`src/rtl/lc3b_types.sv`:
```
// Shared LC-3b types: machine word plus the branch-resolution state and queue entry.
package lc3b_types;

   typedef logic [15:0] lc3b_word;

   typedef enum logic {
      RUN   = 1'b0,
      FLUSH = 1'b1
   } btb_resolver_state_t;

   typedef struct packed {
      lc3b_word pc;
      lc3b_word pred;
   } btb_pred_entry_t;

endpackage

```
`src/rtl/pred_fifo.sv`:
```
// In-order circular queue of {pc, predicted next pc} for in-flight instructions.
module pred_fifo
   import lc3b_types::*;
#(
   parameter int DEPTH = 4
) (
   input  logic            clk,
   input  logic            reset,
   input  logic            push,
   input  btb_pred_entry_t push_data,
   input  logic            pop,
   input  logic            clear,
   output btb_pred_entry_t head,
   output logic            full,
   output logic            empty
);

   localparam int AW = $clog2(DEPTH);

   btb_pred_entry_t mem_q [DEPTH];
   btb_pred_entry_t mem_d [DEPTH];
   logic [AW-1:0]   head_q, head_d;
   logic [AW-1:0]   tail_q, tail_d;
   logic [AW:0]     count_q, count_d;
   logic            do_push, do_pop;

   assign full    = (count_q == (AW+1)'(DEPTH));
   assign empty   = (count_q == '0);
   assign head    = mem_q[head_q];
   assign do_push = push && !full;
   assign do_pop  = pop && !empty;

   // Clear wins over push/pop so a same-cycle push on the wrong path is dropped.
   always_comb begin
      mem_d   = mem_q;
      head_d  = head_q;
      tail_d  = tail_q;
      count_d = count_q;
      if (clear) begin
         head_d  = '0;
         tail_d  = '0;
         count_d = '0;
      end else begin
         if (do_push) begin
            mem_d[tail_q] = push_data;
            tail_d        = tail_q + AW'(1);
         end
         if (do_pop) begin
            head_d = head_q + AW'(1);
         end
         case ({do_push, do_pop})
            2'b10:   count_d = count_q + (AW+1)'(1);
            2'b01:   count_d = count_q - (AW+1)'(1);
            default: count_d = count_q;
         endcase
      end
   end

   always_ff @(posedge clk or posedge reset) begin
      if (reset) begin
         for (int i = 0; i < DEPTH; i++) begin
            mem_q[i] <= '0;
         end
         head_q  <= '0;
         tail_q  <= '0;
         count_q <= '0;
      end else begin
         mem_q   <= mem_d;
         head_q  <= head_d;
         tail_q  <= tail_d;
         count_q <= count_d;
      end
   end

endmodule

```
`src/rtl/btb_resolver.sv`:
```
// Branch resolution: compares each resolving instruction's real next PC with the
// prediction fetch used, raising a one-cycle redirect and BTB write on mismatch.
module btb_resolver
   import lc3b_types::*;
#(
   parameter int DEPTH = 4
) (
   input  logic     clk,
   input  logic     reset,
   input  logic     fetch_valid,
   input  lc3b_word fetch_pc,
   input  lc3b_word fetch_pred,
   output logic     fetch_ready,
   input  logic     resolve_valid,
   input  logic     resolve_is_branch,
   input  logic     resolve_taken,
   input  lc3b_word resolve_target,
   output logic     mispredict,
   output lc3b_word redirect_pc,
   output logic     wb_enable,
   output lc3b_word wb_addr,
   output lc3b_word wb_target,
   output lc3b_word branch_count,
   output lc3b_word mispredict_count
);

   btb_resolver_state_t state_q, state_d;
   logic            mispredict_q, mispredict_d;
   lc3b_word        redirect_pc_q, redirect_pc_d;
   logic            wb_enable_q, wb_enable_d;
   lc3b_word        wb_addr_q, wb_addr_d;
   lc3b_word        wb_target_q, wb_target_d;
   lc3b_word        branch_count_q, branch_count_d;
   lc3b_word        mispredict_count_q, mispredict_count_d;

   btb_pred_entry_t head;
   btb_pred_entry_t push_entry;
   logic            full, empty;
   logic            do_push, resolve_fire, taken_branch, mis;
   lc3b_word        actual_pc;

   assign fetch_ready  = !full && (state_q == RUN);
   assign do_push      = fetch_valid && fetch_ready;
   assign push_entry   = '{pc: fetch_pc, pred: fetch_pred};
   assign resolve_fire = resolve_valid && !empty && (state_q == RUN);
   assign taken_branch = resolve_is_branch && resolve_taken;
   assign actual_pc    = taken_branch ? resolve_target : head.pc + 16'd2;
   assign mis          = resolve_fire && (actual_pc != head.pred);

   pred_fifo #(.DEPTH(DEPTH)) u_fifo (
      .clk       (clk),
      .reset     (reset),
      .push      (do_push),
      .push_data (push_entry),
      .pop       (resolve_fire),
      .clear     (mis),
      .head      (head),
      .full      (full),
      .empty     (empty)
   );

   always_comb begin
      state_d            = state_q;
      mispredict_d       = mis;
      redirect_pc_d      = redirect_pc_q;
      wb_enable_d        = 1'b0;
      wb_addr_d          = wb_addr_q;
      wb_target_d        = wb_target_q;
      branch_count_d     = branch_count_q;
      mispredict_count_d = mispredict_count_q;
      case (state_q)
         RUN: begin
            if (mis) begin
               state_d            = FLUSH;
               redirect_pc_d      = actual_pc;
               mispredict_count_d = mispredict_count_q + 16'd1;
            end
            if (resolve_fire && resolve_is_branch) begin
               branch_count_d = branch_count_q + 16'd1;
            end
            // A not-taken mispredict only redirects; the BTB learns taken targets.
            if (resolve_fire && taken_branch && (head.pred != resolve_target)) begin
               wb_enable_d = 1'b1;
               wb_addr_d   = head.pc;
               wb_target_d = resolve_target;
            end
         end
         FLUSH:   state_d = RUN;
         default: state_d = RUN;
      endcase
   end

   always_ff @(posedge clk or posedge reset) begin
      if (reset) begin
         state_q            <= RUN;
         mispredict_q       <= 1'b0;
         redirect_pc_q      <= '0;
         wb_enable_q        <= 1'b0;
         wb_addr_q          <= '0;
         wb_target_q        <= '0;
         branch_count_q     <= '0;
         mispredict_count_q <= '0;
      end else begin
         state_q            <= state_d;
         mispredict_q       <= mispredict_d;
         redirect_pc_q      <= redirect_pc_d;
         wb_enable_q        <= wb_enable_d;
         wb_addr_q          <= wb_addr_d;
         wb_target_q        <= wb_target_d;
         branch_count_q     <= branch_count_d;
         mispredict_count_q <= mispredict_count_d;
      end
   end

   assign mispredict       = mispredict_q;
   assign redirect_pc      = redirect_pc_q;
   assign wb_enable        = wb_enable_q;
   assign wb_addr          = wb_addr_q;
   assign wb_target        = wb_target_q;
   assign branch_count     = branch_count_q;
   assign mispredict_count = mispredict_count_q;

endmodule

```
`config.mk`:
```
export PLATFORM = sky130hd
export DESIGN_NAME = btb_resolver
export DESIGN_NICKNAME = d
export VERILOG_FILES = /design/src/rtl/lc3b_types.sv /design/src/rtl/pred_fifo.sv /design/src/rtl/btb_resolver.sv
export SDC_FILE = /design/constraint.sdc
export NUM_CORES = 1
export LEC_CHECK = 0
export CORE_ASPECT_RATIO = 0.9
export CORE_UTILIZATION = 50
export CTS_CLUSTER_DIAMETER = 150
export DETAILED_ROUTE_END_ITERATION = 7
export MAX_ROUTING_LAYER = met4
export PLACE_DENSITY = 0.76
export RECOVER_POWER = 25
export SLEW_MARGIN = 20
export SYNTH_ARGS = -nofsm -noshare
export SYNTH_HDL_FRONTEND = slang
export SYNTH_SLANG_ARGS = --single-unit
```
`constraint.sdc`:
```
create_clock -name clk -period 7.9 [get_ports clk]
set_input_delay 1.58 -clock clk [delete_from_list [all_inputs] [get_ports clk]]
set_output_delay 1.58 -clock clk [all_outputs]
set_load 0.02 [all_outputs]
```
* Yosys cells after proc, flatten, opt, wreduce, memory -nomap -nowiden *
Cells that the tools add are included.

word-level totals
  output and inout port bits = 83
  logic and storage cells = 77
  flip-flop bits (word level) = 218

operators by class
  equality and inequality tests = 5
  mux-type cells = 17
  bitwise gates (word level) = 4
  reduce and logical (&&, ||, !) cells = 22
  $add $sub $neg = 7
  magnitude comparators = 3

operators with widths
  operator                                                    count
  bitwise mux 128 bit                                         1
  2-to-1 mux 32 bit                                           3
  binary-select mux 32 bit (select 2 bit)                     1
  demux 32 bit (select 2 bit)                                 1
  adder 16 x 1 -> 16 bit, second input constant               2
  != test 16 bit                                              2
  adder 16 x 2 -> 16 bit, second input constant               1
  2-to-1 mux 16 bit                                           1
  logical AND 1 bit                                           12
  2-to-1 mux 2 bit                                            4
  AND reduction 2 bit                                         4
  >= comparator 3 bit, second input constant                  2
  inverter 2 -> 3 bit                                         2
  case mux 3 bit (2 select lines)                             1
  adder 2 x 1 -> 2 bit, second input constant                 2
  nonzero test 2 bit                                          2
  adder 3 x 1 -> 3 bit, second input constant                 1
  equality test 3 bit, second input constant                  1
  zero test 3 bit                                             1
  less-than comparator 3 x 1 -> 1 bit, second input constant  1
  2-to-1 mux 1 bit                                            3
  2-to-1 mux 3 bit                                            1
  nonzero test 3 bit                                          1
  subtractor 3 x 1 -> 3 bit, second input constant            1
  5 further kinds                                             7

* Depth between registers and ports, before layout *
  depth after elaboration = 10
  mapped depth = 15
  mapped depth without buffers = 10

* By module *
A second synthesis with hierarchy kept.

unflattened totals
  cells, all modules = 823
  area, all modules = 11,358.4 um2

modules (own cells, without submodules)
  module        cells each  sequential area each (um2)  instances  area each (um2)
  pred_fifo     376         3,378.2                     1          6,722.7
  btb_resolver  447         2,077.0                     1          4,635.7

* Worst setup path before layout *
OpenSTA, ideal clock, no wires.

  path kind = input-to-reg
  start point = input resolve_is_branch
  end point = register u_fifo.mem_q[111] (netlist bit)
  library setup time = 127 ps
  arrival time = 4,243 ps
  data required time = 7,773 ps
  buffers on the path = 2
  slack = 3,530 ps
  stages = 11
  cell sequence = and2_1 or3b_2 or4_1 o211ai_1 xor2_1 a2111oi_0 o2111ai_1 buf_6 a21oi_4 buf_12 mux2_1

between the ends
  word-level cells in the longest chain between the ends = 6

ends and longest elaborated chain
  element                               RTL line            RTL
  start: declaration                    btb_resolver.sv:15  input logic resolve_is_branch,
  logical AND 1 bit                     btb_resolver.sv:46  assign taken_branch = resolve_is_branch && resolve_taken;
  2-to-1 mux 16 bit                     btb_resolver.sv:47  assign actual_pc = taken_branch ? resolve_target : head.pc + 16'd2;
  != test 16 bit                        btb_resolver.sv:48  assign mis = resolve_fire && (actual_pc != head.pred);
  logical AND 1 bit                     btb_resolver.sv:48
  inverter 1 bit (no source line)       --
  AND reduction 2 bit (no source line)  --
  end signal: assignment                pred_fifo.sv:68     mem_q <= mem_d;
  end: declaration                      pred_fifo.sv:20     btb_pred_entry_t mem_q [DEPTH];

Every way passes these cells.
A chain may end at the register's enable or synchronous reset.

==> flow_metrics.env <==
export IMPL_drt_total_wl_mm=24.6
export IMPL_synthFlopType="dfrtp_1"
export IMPL_synthTopCellsByArea="dfrtp_1 50%, mux2_4 12%, mux2_2 7.2%"
export IMPL_yosys_area_top_type="dfrtp_1"
export IMPL_grt_antenna_before_repair=0
export IMPL_fin_crit_ns=5.69
export IMPL_dp_cells=1184
export IMPL_critPathCaptureType="asynchronous set/reset pin"
export IMPL_drive_above_1_share_pct=26.5
export IMPL_powerDensity_nw_per_um2=396
export IMPL_syn_avg_cell_area_sq_um=14.0
export IMPL_insertion_delay_ns=0.52
export IMPL_holdWs_ns=0.473
export IMPL_clock_sinks=218
export IMPL_worst_pin_slew_ns=4.56
export IMPL_async_flop_share_pct=100
export IMPL_max_cap_viol_count=1
export IMPL_rsz0062_at_grt="no"
export IMPL_hold_viol_final=0
export IMPL_postCtsSetupBuffers=0
export IMPL_placed_area_sq_um=12400
export IMPL_avgRoutedWirePerCell_um=20.1
export IMPL_synthCells=785
export IMPL_status="finished, violations left"
export IMPL_clkSlewWorstSetupHoldPaths_ns=0.06
export IMPL_crit_fanout=122
export IMPL_fin_crit_sh_pct=72.0
export IMPL_cts_root_buf="clkbuf_16"
export IMPL_slowest_delay_ns=3.17
export IMPL_synth_distinct_cells=61
export IMPL_fmax_mhz=176
export IMPL_groute_usage_overall_pct=23.3
export IMPL_diodes=0
export IMPL_skew_ns=0.0138
export IMPL_finalNetCount=981
export IMPL_final_cell_count_no_fill=1226
export IMPL_finalInstanceArea_sq_um=13300
export IMPL_initial_core_util_pct=50.8
export IMPL_ys_ff_latch=218
export IMPL_crit_chain="clkdlybuf4s50_1 > inv_1"
export IMPL_num_rows=51
export IMPL_holdBufCountCts=0
export IMPL_htreeDepth=1
export IMPL_grt_pass1_vias=6893
export IMPL_fin_tns_setup_ns=0
export IMPL_violations="DRC, capacitance limit, slew limit"
export IMPL_syn_to_final_growth_pct=21.5
export IMPL_total_power_mw=5.28
export IMPL_slew_headroom_pct=-204
export IMPL_dp_hpwl_mm=16.8
export IMPL_ios=137
export IMPL_vias=6845
export IMPL_final_max_slew_viol_count=123
export IMPL_worstSetupStartpointType="input port"
export IMPL_ys_seq_area_share_pct=49.8
export IMPL_cts_tree="yes"
export IMPL_required_ns=7.45
export IMPL_synth_edf_count=0
export IMPL_numPortBuffers=136
export IMPL_finalSetupViolCount=0
export IMPL_die_area_sq_um=22500
export IMPL_cts_buffers=24
export IMPL_routed_via_density=5.58
export IMPL_drc_errors=2
export IMPL_die_h_um=142
export IMPL_ys_warn_count=0
export IMPL_grt_overflow=0
export IMPL_ir_worst_vdd_mv=0.202
export IMPL_critical_path_class="input port to asynchronous set/reset pin"
export IMPL_antenna_left=0
export IMPL_grt_pass1_wl_mm=39.1
export IMPL_crit_family="buffers and inverters"
export IMPL_synth_nets=847
export IMPL_synth_top_area_share_pct=49.8
export IMPL_drt_first_pass_iters=7
export IMPL_slowest_stage="inv_1"
export IMPL_drt_iter0_drc=476
export IMPL_grt_max_degree=123
export IMPL_ctsResizeCount=0
export IMPL_critPathBufInv=2
export IMPL_die_w_um=158
export IMPL_core_area_sq_um=21600
export IMPL_hp_class="flip-flop to flip-flop"
export IMPL_critPathArrivalTime_ns=5.23
export IMPL_gp_congestion=0.978
export IMPL_synthesis_area_sq_um=11000
export IMPL_p_leak_nw=5.62
export IMPL_clockBufferDepth=3
==> Yosys cell counts (all sizes together), types with 3 or more instances <==
cell type and number:
dfrtp 218, mux2 177, xnor2 56, nand2 44, mux4 32, buf 25
nor2 23, nand3 22, inv 18, nand4 18, o21ai 18, xor2 18
a21oi 16, clkbuf 16, and3 11, ha 7, and2 6, nor3 6
mux2i 5, a211oi 4, nand2b 3, nor3b 3, nor4 3, o311ai 3
o31ai 3, or2 3
==> path summary, 6_finish.rpt <==
kind	cells past startpoint	endpoint	startpoint	slack, ns
worst max-delay path	2	u_fifo.mem_q[9]	reset	2.21
worst min-delay path	1	branch_count[15]	branch_count[15]	0.47
worst max register to register	11	u_fifo.mem_q[50]	u_fifo.head_q[0]	2.52
worst min register to register	1	branch_count[15]	branch_count[15]	0.47
max in group clk	12	u_fifo.mem_q[50]	resolve_is_branch	2.35
min in group asynchronous	2	u_fifo.mem_q[30]	reset	3.12
==> layout by cell type (no fill, tap or decap), types with 22 or more instances in the layout <==
master	count
mux2_2	70
mux2_4	86
nor2_1	23
mux4_2	28
clkbuf_16	24
dfrtp_1	217
nand3_1	22
nand2_1	44
clkdlybuf4s50_1	136
xnor2_1	56
==> power by group <==
| part | internal, mW | switching, mW | total, mW |
|---|---|---|---|
| sequential | 1.60 | 0.299 | 1.90 |
| clock | 0.781 | 0.447 | 1.23 |
| combinational | 1.16 | 0.988 | 2.15 |
| total | 3.54 | 1.73 | 5.28 |
==> per-stage QoR <==
stage / util (%) / worst slack (ns)
final: 61.7 / 2.21
after global routing: 61.7 / 1.15
after CTS: 61.7 / 2.38
after detailed placement: 57.7 / 1.83
after global placement: 57.7 / 1.90
after floorplan: - / 0.356
==> state kept, by name, indices dropped and copies added, names as in the netlist <==
signal            flops
branch_count         16
mispredict            1
mispredict_count     16
redirect_pc          16
state_q               1
u_fifo.count_q        3
u_fifo.head_q         2
u_fifo.mem_q        128
u_fifo.tail_q         2
wb_addr              16
wb_enable             1
wb_target            16
==> routing by layer <==
layer / part of all wire [%] / vias to the layer above / GRT usage, % / wire, um
li1: - / 3106 / - / -
met1: 47 / 3512 / 33.1 / 11500
met2: 46 / 194 / 35.8 / 11400
met3: 5.3 / 33 / 3.65 / 1290
met4: 1.7 / 0 / 4.45 / 410
met5: 0 / - / - / 0
==> cell type report <==
type                       instances  area (sq um)
timing repair buffer             149          1460
inverter                          18          67.6
fill                            1699          8260
multi-input combinational        508          5090
clock buffer                      31           657
clock inverter                    11           216
sequential                       218          5460
tap                              291           364
==> cells by family after synthesis <==
family	count (synthesis)	synth area share, %
compound gates	62	4.08
xor+xnor	74	5.91
fa+ha+maj	8	0.982
buf+inv	59	4.02
flops	218	49.8
mux	214	28.3
simple gates	150	6.92
Power figures use the tool's default switching activity.
